<file path="config.mk">
export PLATFORM = sky130hd
export DESIGN_NAME = axi_rd_req_queue
export DESIGN_NICKNAME = d
export VERILOG_FILES = /design/src/rtl/axi_rd_resp_model_pkg.sv /design/src/rtl/axi_rd_req_queue.sv
export SDC_FILE = /design/constraint.sdc
export NUM_CORES = 1
export LEC_CHECK = 0
export CORE_AREA = 2 2 246 151
export CTS_CLUSTER_DIAMETER = 100
export DETAILED_ROUTE_END_ITERATION = 7
export DIE_AREA = 0 0 248 153
export PLACE_DENSITY_LB_ADDON = 0.25
export REMOVE_ABC_BUFFERS = 1
export SLEW_MARGIN = 25
export SYNTH_ARGS = -nofsm -noshare
export SYNTH_HDL_FRONTEND = slang
export SYNTH_SLANG_ARGS = --single-unit
</file>
<file path="constraint.sdc">
create_clock -name clk -period 7.1 [get_ports clk]
set_input_delay 1.42 -clock clk [delete_from_list [all_inputs] [get_ports clk]]
set_output_delay 1.42 -clock clk [all_outputs]
set_load 0.005 [all_outputs]
</file>
<file path="src/rtl/axi_rd_resp_model_pkg.sv">
// Shared encodings and request-queue entry type for the AXI4 read-slave response model.
package axi_rd_resp_model_pkg;

    localparam logic [1:0] BURST_INCR  = 2'b01;
    localparam logic [1:0] RESP_OKAY   = 2'b00;
    localparam logic [1:0] RESP_SLVERR = 2'b10;

    // Entry fields are sized for the widest supported address and latency; users narrow them.
    localparam int ADDR_MAX_WDTH = 64;
    localparam int CNT_WDTH      = 16;

    typedef struct packed {
        logic [ADDR_MAX_WDTH-1:0] addr;
        logic [7:0]               len;
        logic                     err;
        logic [CNT_WDTH-1:0]      countdown;
    } rq_entry_t;

    typedef enum logic {
        RD_IDLE,
        RD_BURST
    } rd_state_e;

    function automatic logic [CNT_WDTH-1:0] cnt_dec_sat(input logic [CNT_WDTH-1:0] c);
        return (c == '0) ? c : c - 1'b1;
    endfunction

endpackage

</file>
<file path="src/rtl/axi_rd_req_queue.sv">
// Circular FIFO of pending read bursts; every entry carries a saturating latency countdown.
module axi_rd_req_queue
    import axi_rd_resp_model_pkg::*;
#(
    parameter int DEPTH   = 4,
    parameter int LATENCY = 8
) (
    input  logic                         clk,
    input  logic                         reset,
    input  logic                         push,
    input  rq_entry_t                    push_entry,
    input  logic                         pop,
    output rq_entry_t                    head_entry,
    output rq_entry_t                    next_entry,
    output logic                         full,
    output logic                         empty,
    output logic [$clog2(DEPTH+1)-1:0]   count
);

    localparam int PTR_W = (DEPTH > 1) ? $clog2(DEPTH) : 1;
    localparam int CNT_W = $clog2(DEPTH + 1);

    rq_entry_t        mem_q [DEPTH];
    rq_entry_t        mem_d [DEPTH];
    logic [PTR_W-1:0] rd_ptr_q, rd_ptr_d;
    logic [PTR_W-1:0] wr_ptr_q, wr_ptr_d;
    logic [CNT_W-1:0] count_q, count_d;

    function automatic logic [PTR_W-1:0] ptr_inc(input logic [PTR_W-1:0] p);
        return (p == PTR_W'(DEPTH - 1)) ? '0 : p + 1'b1;
    endfunction

    always_comb begin
        // NOTE: start from the held value so every path assigns mem_d and no latch is inferred.
        mem_d = mem_q;
        for (int i = 0; i < DEPTH; i++) begin
            mem_d[i].countdown = cnt_dec_sat(mem_q[i].countdown);
        end
        if (push) begin
            mem_d[wr_ptr_q]           = push_entry;
            mem_d[wr_ptr_q].countdown = CNT_WDTH'(LATENCY);
        end
        wr_ptr_d = push ? ptr_inc(wr_ptr_q) : wr_ptr_q;
        rd_ptr_d = pop  ? ptr_inc(rd_ptr_q) : rd_ptr_q;
        count_d  = count_q + CNT_W'(push) - CNT_W'(pop);
    end

    // NOTE: non-blocking assignments here so all flops update together at the edge.
    always_ff @(posedge clk) begin
        if (reset) begin
            // NOTE: storage is reset too, so stale countdowns never make a post-reset entry look eligible.
            for (int i = 0; i < DEPTH; i++) begin
                mem_q[i] <= '0;
            end
            rd_ptr_q <= '0;
            wr_ptr_q <= '0;
            count_q  <= '0;
        end else begin
            mem_q    <= mem_d;
            rd_ptr_q <= rd_ptr_d;
            wr_ptr_q <= wr_ptr_d;
            count_q  <= count_d;
        end
    end

    assign head_entry = mem_q[rd_ptr_q];
    assign next_entry = mem_q[ptr_inc(rd_ptr_q)];
    assign full       = (count_q == CNT_W'(DEPTH));
    assign empty      = (count_q == '0);
    assign count      = count_q;

endmodule

</file>
Word level (Yosys, flattened, before mapping)
Cells that the tools add are included.

storage, ports and cells
  input bits = 93
  word-level logic and storage cells = 62
  output and inout port bits = 183
  register bits after elaboration = 363

cells by class
  magnitude comparators = 4
  add/subtract/negate cells = 8
  multiplexer cells = 19
  reductions and logical operators = 6
  eq/ne operators = 3
  bitwise logic cells = 3

operator list
  operator                 count
  $bwmux W356              2
  $mux W89                 5
  $bmux W89 S2             2
  $demux W89 S2            2
  $mux W283                1
  $mux W16                 5
  $logic_not A16 Y1        4
  $sub A16 B1 Y16 const B  4
  $ge A3 B3 Y1 const B     3
  $not A2 Y3               3
  $add A2 B1 Y2 const B    2
  $eq A2 B2 Y1 const B     2
  $mux W2                  2
  $add A3 B1 Y3            1
  $eq A3 B3 Y1 const B     1
  $logic_not A3 Y1         1
  $lt A3 B1 Y1 const B     1
  $sub A3 B1 Y3            1
  $logic_and A1 B1 Y1      1

Logic depth before layout (Yosys ltp)
  word-level depth = 8
  depth in mapped cells = 9
  gate-level depth less buffers = 9

Worst setup path after synthesis
No wires, ideal clock.

  path kind = reg2out
  start point = register rd_ptr_q[0]
  end point = output next_entry[11] in the netlist's numbering
  slack = 3.699 ns
  stages on the path, launching flop included = 6
  arrival time = 1.981 ns
  data required time = 5.680 ns
  buffers on the path = 3
  cells stage by stage = dfxtp_1 ha_1 clkbuf_1 clkbuf_1 clkbuf_1 mux4_2

RTL lines
  what                    line                    text
  from (decl)             axi_rd_req_queue.sv:25  logic [PTR_W-1:0] rd_ptr_q, rd_ptr_d;
  from (signal assigned)  axi_rd_req_queue.sv:60  rd_ptr_q <= rd_ptr_d;
  to (decl)               axi_rd_req_queue.sv:14  output rq_entry_t next_entry,

==> impl_metrics.yaml <==
timing:
  maxSlewViolCount: 0
  period_share_pct: 72.52
  worstMarginPinSlew_ns: 0.9335
  hold_viol: 0
  fin_tns_setup_ns: 0
  setup_ws_ns: 1.951
  clock_skew_ns: 0.01040
  slew_headroom_pct: 37.77
  min_period_ns: 5.149
  timing.fmax_ghz: 0.1942
  setup_viol: 0
  rsz0062_at_grt: "false"
power:
  combPwrFrac_pct: 33.8
  pwr-share-clk_pct: 27.6
  p_seq_share_pct: 38.6
  ir_drop_uv: 174.7
  swShare_pct: 35.28
  p_leak_nw: 7.172
  p_per_area_nw_per_um2: 319.7
  p_int_w: 0.004485
  power_switching_w: 0.002445
placement:
  port-buffer-count: 259
  dpl_cell_area_um2: 20470
  hpwlAfterDp_um: 33920
  pre_cts_ws_ns: 2.429
  gp_congestion: 0.8971
cts:
  clock_latency_ns: 0.52
  cts_buffers: 36
  cts_resized: 0
  postCtsHoldBufs: 0
  ctsRootBufferMaster: "clkbuf_16"
  clkTransAtPathRegs_ns: 0.07
  post_cts_buffers: 0
  cts_num_sinks: 363
  cts_tree: "yes"
  htree_levels: 2
  clockBufferDepth: 3
die:
  num_rows: 54
  dieWidth_um: 248
  pin_count: 276
  initial_core_util_pct: 49.35
  chipHeight_um: 153
  core_area_um2: 35740
  die_area_um2: 37940
grt:
  antenna_found_initial: 2
  grt_max_degree: 110
  grt_usage_pct: 28.33
  grt_pass1_wl_um: 85060
  grt_overflow: 0
  grt_pass1_vias: 15250
routing:
  dr.pass1.iters: 5
  drc: 0
  avgRoutedWirePerCell_um: 21.03
  vias: 15750
  avgViaCountPerCell: 6.118
  first_iter_violations: 1512
  ant_nets: 0
  wl_um: 54120
worst_setup_path:
  r2r-start: "wr_ptr_q[0]"
  path_class: "reg -> out"
  r2r-end: "mem_q[5]"
  crit_required_ns: 5.68
  rr_worst_depth: 6
  critPathLaunchType: "flip-flop"
  crit_path_end_kind: "output pin"
  ff2ff_setup_slack_ns: 4.69
  crit_fanout: 41
  arrival_ns: 3.73
layout:
  multiInputGateArea_um2: 9796
  seq_area_um2: 7274
  nFillCells: 2966
  drive_gt1_share_pct: 13.31
  postLayoutCellArea_um2: 21680
  syn_to_final_growth_pct: 22.88
  layout.nets: 2179
min_path:
  hold_depth: 2
  hp-class: "reg -> reg"
logic_synthesis:
  synth_top_cell_by_area: "dfxtp_1"
  yosysMostFrequentCell: "nand2_1"
  seq_area_frac_synth_pct: 41.20
  ys.flop_type: "dfxtp_1"
  synth_common_cells: "nand2_1 (613), dfxtp_1 (363), a21oi_1 (329)"
  syn_area_per_cell_um2: 9.235
  syn_inst: 1910
  netlist_area_um2: 17640
  synth-seq-cells: 363
  synthDistinctLibCells: 50
  postSynth.asyncResetShare_pct: 0
  yosys_warnings: 0
  synth_area_leaders: "dfxtp_1 (41%), mux4_2 (23%), nand2_1 (13%), a21oi_1 (9.3%), clkbuf_1 (2.6%)"
  synth_edf_count: 0
  synth_top_area_share_pct: 41.20
run_status:
  status: "complete, no violations"
job:
  maxCapViolCount: 0
## power by group through the flow
stage	logic (W)	registers [W]	clock network (W)
3_3_place_gp	0.00224	0.00268	0
2_1_floorplan	0.00151	0.00258	0
3_5_place_dp	0.00230	0.00270	0
6_report	0.00234	0.00268	0.00191
4_1_cts	0.00231	0.00266	0.00194
5_1_grt	0.00256	0.00271	0.00202
## how the worst max path moves through the flow
| stage | endpoint | cells after the start | from |
|---|---|---|---|
| 2_1_floorplan | next_entry[0] | 2 | rd_ptr_q[0] |
| 3_3_place_gp | head_entry[18] | 4 | rd_ptr_q[1] |
| 3_5_place_dp | head_entry[71] | 4 | rd_ptr_q[1] |
| 4_1_cts | head_entry[71] | 4 | rd_ptr_q[1] |
| 5_1_grt | head_entry[71] | 4 | rd_ptr_q[1] |
| 6_report | head_entry[52] | 4 | rd_ptr_q[1] |
## worst max-delay path, cell delays in order, from the launching register on
cell and delay (ns):
dfxtp_4 0.51, buf_4 0.69, buf_4 0.83, mux4_2 0.63, clkdlybuf4s50_1 0.48
## kinds of logic after synthesis
logic type               Yosys count  synth area share (%)
flip-flops                       363                 41.20
AO/OA/AOI/OAI                    386                 11.53
multiplexers                     188                 23.29
adder cells (fa/ha/maj)           13                0.9647
buffers and inverters            166                 3.618
AND/OR/NAND/NOR                  784                 18.90
XOR/XNOR                          10                0.4966
## cell type report
| type | count | share of cell area [%] |
|---|---|---|
| clock buffer | 53 | 5.155 |
| clock inverter | 8 | 0.2367 |
| multi-input combinational | 1381 | 45.19 |
| inverter | 15 | 0.2598 |
| timing repair buffer | 276 | 12.83 |
| antenna | 2 | 0.02309 |
| tap | 476 | 2.748 |
| sequential | 363 | 33.56 |
## placed cells by master (no fill, tap or decap), types with 17 or more instances in the layout
cell	count
clkdlybuf4s50_1	258
a21oi_1	329
nand2_1	609
mux4_2	178
or4_1	25
dfxtp_1	361
clkbuf_16	38
nor3_1	19
or3_1	17
nor2_1	35
o21ai_0	20
## routing by layer
metal / up-vias / global-route usage, % / routed length (um)
li1: 7142 / - / -
met1: 7769 / 40.67 / 22970
met2: 757 / 43.28 / 24500
met3: 80 / 5.478 / 5479
met4: 0 / 8.925 / 1168
met5: - / 0 / 0
## stage by stage
stage	util, %	hold WS, ns	instances	total power [W]
global placement	57.17	0.4492	2509	0.004915
finish	60.65	0.4685	2574	0.006930
global route	60.65	0.4833	2574	0.007286
CTS	60.54	0.4683	2571	0.006910
floorplan	-	0.4369	1759	0.004093
detailed placement	57.27	0.4575	2510	0.004996
(Power assumes the default switching activity.)
==> patch 1, RTL diff (same settings) <==
Put one more register stage on the output `count`, with the module's reset. The value now appears one clock later. The other outputs are not delayed to match.
--- a/src/rtl/axi_rd_req_queue.sv
+++ b/src/rtl/axi_rd_req_queue.sv
@@ -69,3 +69,9 @@
     assign empty      = (count_q == '0);
-    assign count      = count_q;
+    always_ff @(posedge clk) begin
+        if (reset) begin
+            count <= '0;
+        end else begin
+            count <= count_q;
+        end
+    end
 
Function: changed (a bounded check fails within 4 cycles, from zero or initial values and one cycle with reset high).
==> patch 1 against the unedited design <==
  * Worst setup slack worse by 6.3 ps
  * Area after synthesis rose by 0.99%
  * Count of clock-buffer cells in the layout rose by 2
  * Critical endpoint is now head_entry[87]
  * Total power rose by 0.82%
  * Die area unchanged
  * Cell area grew 0.51%
  * Wire length grew 0.77%
  * Largest power group unchanged
  * Sequential cell count rose by 3
  * Fmax down 0.12%
==> patch 1: results (changes against the unedited design) <==
.. list-table::
   :header-rows: 1

   * - Metric
     - Value
   * - Largest clock skew in the final design
     - 18.4 ps (was 10.4 ps)
   * - Remaining max-slew budget at the tightest pin
     - 27.4% (was 37.8%)
   * - Number of cells after detailed placement
     - 2525 (was 2510)
   * - Sum of net half-perimeters after detailed placement
     - 34.6 mm (was 33.9 mm)
   * - Synth cell types
     - 54 (was 50)
   * - Reg2Reg Launch Point
     - mem_q[3] (was wr_ptr_q[0])
   * - Mux cell area share after synthesis
     - 23.1% (was 23.3%)
   * - DRT Pass-1 Iters
     - 6 (was 5)
   * - Fillers
     - 2944 (was 2966)
   * - Area fraction in compound gates after synthesis
     - 11.6% (was 11.5%)
   * - Highest fanout seen on the critical path
     - 40 (was 41)
   * - Post-Synthesis Cells
     - 1933 (was 1910)
   * - Worst ir drop on vdd
     - 0.224 mV (was 0.175 mV)
   * - Adder and majority gate portion of the synthesized area
     - 0.955% (was 0.965%)
   * - Vias per std cell
     - 6.12 (about the same)
   * - Status
     - finished clean (unchanged)
   * - Most common library cells after synthesis
     - sky130_fd_sc_hd__nand2_1, sky130_fd_sc_hd__dfxtp_1, sky130_fd_sc_hd__a21oi_1, sky130_fd_sc_hd__mux4_2, sky130_fd_sc_hd__clkbuf_1 (unchanged)
   * - Violation count after the first detailed-route iteration
     - 1562 (was 1512)
   * - Worst path max stage delay
     - 750 ps (was 830 ps)
   * - Proportion of synthesized chip area in sequential cells
     - 41.1% (was 41.2%)
   * - Critical register-to-register path endpoint
     - mem_q[9] (was mem_q[5])
   * - Global placer's final weighted congestion
     - 0.890 (was 0.897)
   * - Synth top area cells
     - sky130_fd_sc_hd__dfxtp_1, sky130_fd_sc_hd__mux4_2, sky130_fd_sc_hd__nand2_1 (unchanged)
   * - GRT Resource Usage Total
     - 28.4% (was 28.3%)
   * - Vias in the first global route
     - 15200 (about the same)
[patch 1: cell types whose count changed in the layout (fill, tap and decap cells not counted), sizes merged, moves of 5 or more]
cell and delta:
nor3 +7, o21ai -8, nand2b +6, nor2b +5
nor2 +5, a21oi -6
[patch 1: through the flow]
step	TNS (ps)	hold slack (ps)	setup WS, ps	cell area, µm²	total power (µW)
after floorplan	-261750	437	-2940	17200	4100
after global placement	0	449	2460	20600	4920
after detailed placement	0	459	2420	20600	5010
after CTS	0	469	1850	21800	6960
after global routing	0	487	1660	21800	7340
final	0	470	1950	21800	6990
[patch 1: kinds of logic after synthesis]
group | Yosys count
buf+inv | 173
mux | 188
simple gates | 799
xor+xnor | 11
flops | 366
fa+ha+maj | 13
compound gates | 383
[patch 1: layout make-up]
| type | count | area, µm² | share of cell area [%] |
|---|---|---|---|
| Timing Repair Buffer | 276 | 2740 | 12.6 |
| Inverter | 13 | 48.8 | 0.224 |
| Clock buffer | 55 | 1140 | 5.21 |
| Multi-Input combinational cell | 1394 | 9870 | 45.3 |
| Antenna cell | 2 | 5.00 | 0.0230 |
| Sequential cell | 366 | 7330 | 33.7 |
| Clock inverter | 10 | 58.8 | 0.270 |
| Tap cell | 476 | 596 | 2.73 |
[patch 1: worst min path at each step]
stage / from / end / slack (ps) / depth (start not counted)
floorplan: flip-flop / flip-flop / 440 / 2
global placement: flip-flop / flip-flop / 450 / 2
detailed placement: flip-flop / flip-flop / 460 / 2
CTS: flip-flop / flip-flop / 470 / 2
global route: flip-flop / flip-flop / 490 / 2
finish: flip-flop / flip-flop / 470 / 2
[patch 1: worst reg2reg max path, cell delays in order (launching register included)]
cell and delay [ps]:
sky130_fd_sc_hd__dfxtp_1 410, sky130_fd_sc_hd__nor4_1 780, sky130_fd_sc_hd__nand2_1 370, sky130_fd_sc_hd__or4b_2 680, sky130_fd_sc_hd__a21oi_1 130
[patch 1: per-layer routing]
metal / global-route usage (%) / share of wire (%) / routed length, µm / vias to the layer above
li1: - / - / - / 7163
met1: 41.3 / 43 / 23500 / 7840
met2: 42.9 / 45 / 24600 / 778
met3: 6.41 / 9.9 / 5380 / 75
met4: 7.16 / 1.9 / 1020 / 0
met5: 0 / 0 / 0 / -
[patch 1: power breakdown]
group          internal, µW  total (µW)  leakage, µW  switching, µW
Clock                  1110        1940     0.000592            834
Sequential             2300        2680      0.00298            386
Combinational          1100        2360      0.00370           1260
==> patch 2, RTL diff (same settings) <==
Made on the original files. `ADDR_MAX_WDTH`: 64 -> 96.
--- a/src/rtl/axi_rd_resp_model_pkg.sv
+++ b/src/rtl/axi_rd_resp_model_pkg.sv
@@ -8,3 +8,3 @@
     // Entry fields are sized for the widest supported address and latency; users narrow them.
-    localparam int ADDR_MAX_WDTH = 64;
+    localparam int ADDR_MAX_WDTH = 96;
     localparam int CNT_WDTH      = 16;
Interface: changed (resized head_entry, next_entry and push_entry); port bits go from 276 to 372. The function was not compared with the original's and may differ.
==> patch 2 against the unedited design <==
  * Sequential share of layout area is 0.61 points higher
  * Wire length increased by 37%
  * Clock power grew 29%
  * Sequential power is 28% higher
  * Worst setup slack got worse by 40 ps
  * Cell count up 28%
  * Cell area up 33%
  * Non-clock buffer count rose by 100
  * Area after synthesis is 34% higher
  * Fmax shrank 0.77%
  * Total power grew 26%
  * Sequential cell count grew 128
  * Highest routed layer unchanged
==> patch 2: results (changes against the unedited design) <==
.. list-table::
   :header-rows: 1

   * - Metric
     - Value
   * - Num CTS Buffers
     - 45 (was 36)
   * - Arrival time at the worst endpoint
     - 3770 ps (was 3730 ps)
   * - GRT Resource Usage Total
     - 38.3% (was 28.3%)
   * - Aggregate routed wire length
     - 74.1 mm (was 54.1 mm)
   * - Routed wl met2
     - 34.2 mm (was 24.5 mm)
   * - Highest fanout seen on the critical path
     - 38 (was 41)
   * - Synth top area cells
     - sky130_fd_sc_hd__dfxtp_1, sky130_fd_sc_hd__mux4_2, sky130_fd_sc_hd__nand2_1 (unchanged)
   * - Largest net degree at the start of global routing
     - 235 (was 110)
   * - Status
     - finished clean (unchanged)
   * - Number of antenna violations at the first check in global routing
     - 6 (was 2)
   * - Fraction of final layout cells with drive strength greater than 1
     - 12.7% (was 13.3%)
   * - Final cycle utilization of the critical path
     - 73.1% (was 72.5%)
   * - Post-Place Cell Area
     - 0.0272 mm² (was 0.0205 mm²)
   * - Wire length of the first global-routing pass
     - 116 mm (was 85.1 mm)
   * - Wire length on met3
     - 9.41 mm (was 5.48 mm)
   * - Fillers
     - 2104 (was 2966)
   * - Largest clock skew in the final design
     - 15.6 ps (was 10.4 ps)
   * - Number of warnings issued by yosys
     - 0 (unchanged)
   * - Class of the most critical hold timing path
     - flip-flop to flip-flop (unchanged)
   * - Leakage component of the power
     - 0.00957 µW (was 0.00717 µW)
   * - Worst slack at placement
     - 2470 ps (was 2430 ps)
   * - Layout Nets
     - 2914 (was 2179)
   * - Number of buffers on the longest clock path
     - 3 (unchanged)
   * - Met1 layer wirelength in the final routing
     - 27.0 mm (was 23.0 mm)
   * - Clock latency on the worst-skew pair
     - 570 ps (was 520 ps)
   * - Global placer's final weighted congestion
     - 0.911 (was 0.897)
   * - Synth cell types
     - 58 (was 50)
   * - Sum of net half-perimeters after detailed placement
     - 45.7 mm (was 33.9 mm)
   * - Most common library cells after synthesis
     - sky130_fd_sc_hd__nand2_1, sky130_fd_sc_hd__dfxtp_1, sky130_fd_sc_hd__a21oi_1, sky130_fd_sc_hd__mux4_2, sky130_fd_sc_hd__clkbuf_1 (unchanged)
   * - Port Buffers
     - 355 (was 259)
   * - Violation count after the first detailed-route iteration
     - 2818 (was 1512)
   * - Vias in the first global route
     - 21700 (was 15200)
   * - Vias per std cell
     - 6.65 (was 6.12)
   * - DRT Pass-1 Iters
     - 6 (was 5)
   * - Worst setup startpoint
     - rd_ptr_q[1] (unchanged)
   * - Proportion of synthesized chip area in sequential cells
     - 41.6% (was 41.2%)
   * - Reg2Reg Setup Slack
     - 4370 ps (was 4690 ps)
   * - Worst ir drop on vdd
     - 0.261 mV (was 0.175 mV)
   * - Slew @ Worst Pin
     - 1120 ps (was 933 ps)
   * - Power Internal
     - 5710 µW (was 4490 µW)
   * - Async set-reset flop share out of synthesis
     - 0% (unchanged)
   * - Worst reg-to-reg path cell count
     - 5 (was 6)
-- patch 2: power groups by stage --
stage	registers [µW]	clock network (µW)	logic (µW)
2_1_floorplan	3370	0	1750
3_3_place_gp	3420	0	2600
3_5_place_dp	3450	0	2730
4_1_cts	3390	2470	2750
5_1_grt	3450	2580	3020
6_report	3420	2460	2840
-- patch 2: critical path, cell delays in order, from the launching register on --
cell	delay (ps)
sky130_fd_sc_hd__dfxtp_4	820
sky130_fd_sc_hd__ha_4	740
sky130_fd_sc_hd__buf_4	560
sky130_fd_sc_hd__mux4_2	610
sky130_fd_sc_hd__clkdlybuf4s50_1	470
-- patch 2: worst max path at each step --
stage | cells past startpoint | end
after floorplan | 2 | next_entry[4]
after global placement | 4 | next_entry[112]
after detailed placement | 4 | next_entry[112]
after CTS | 4 | next_entry[112]
after global routing | 4 | next_entry[112]
final | 4 | next_entry[112]
-- patch 2: cell type report --
class,count,area [µm²],share of cell area (%)
inverter,14,52.6,0.183
antenna,5,12.5,0.0435
tap,476,596,2.07
sequential,491,9840,34.2
clock buffer,68,1360,4.71
timing repair buffer,376,3830,13.3
multi-input combinational,1848,13000,45.2
clock inverter,10,111,0.387
-- patch 2: logic make-up (layout without fill, tap and decap cells) --
kind of cell               Yosys count  count (layout)  share of synthesized area, %
AOI/OAI and AO/OA                  524             524                          11.8
xor gates and xnor gates             8               8                         0.296
adders and majority gates           13              13                         0.720
buffers and inverters              231             468                          3.79
DFF                                491             491                          41.6
muxes                              250             250                          23.5
other                                0               5                             0
and+or+nand+nor                   1053            1053                          18.4
-- patch 2: per-layer routing --
metal | up-vias | GRT usage (%)
met5 | - | 0
li1 | 9498 | -
met1 | 10600 | 50.5
met2 | 1556 | 59.2
met3 | 258 | 9.48
met4 | 0 | 19.0
-- patch 2: through the flow --
step	hold WS [ps]	utilization [%]	total power (µW)	instances	TNS, ps
after floorplan	437	-	5110	2353	-1002960
after global placement	449	76.1	6020	3201	0
after detailed placement	458	76.1	6180	3201	0
after CTS	466	80.2	8610	3279	0
after global routing	487	80.6	9060	3288	0
final	467	80.6	8710	3288	0
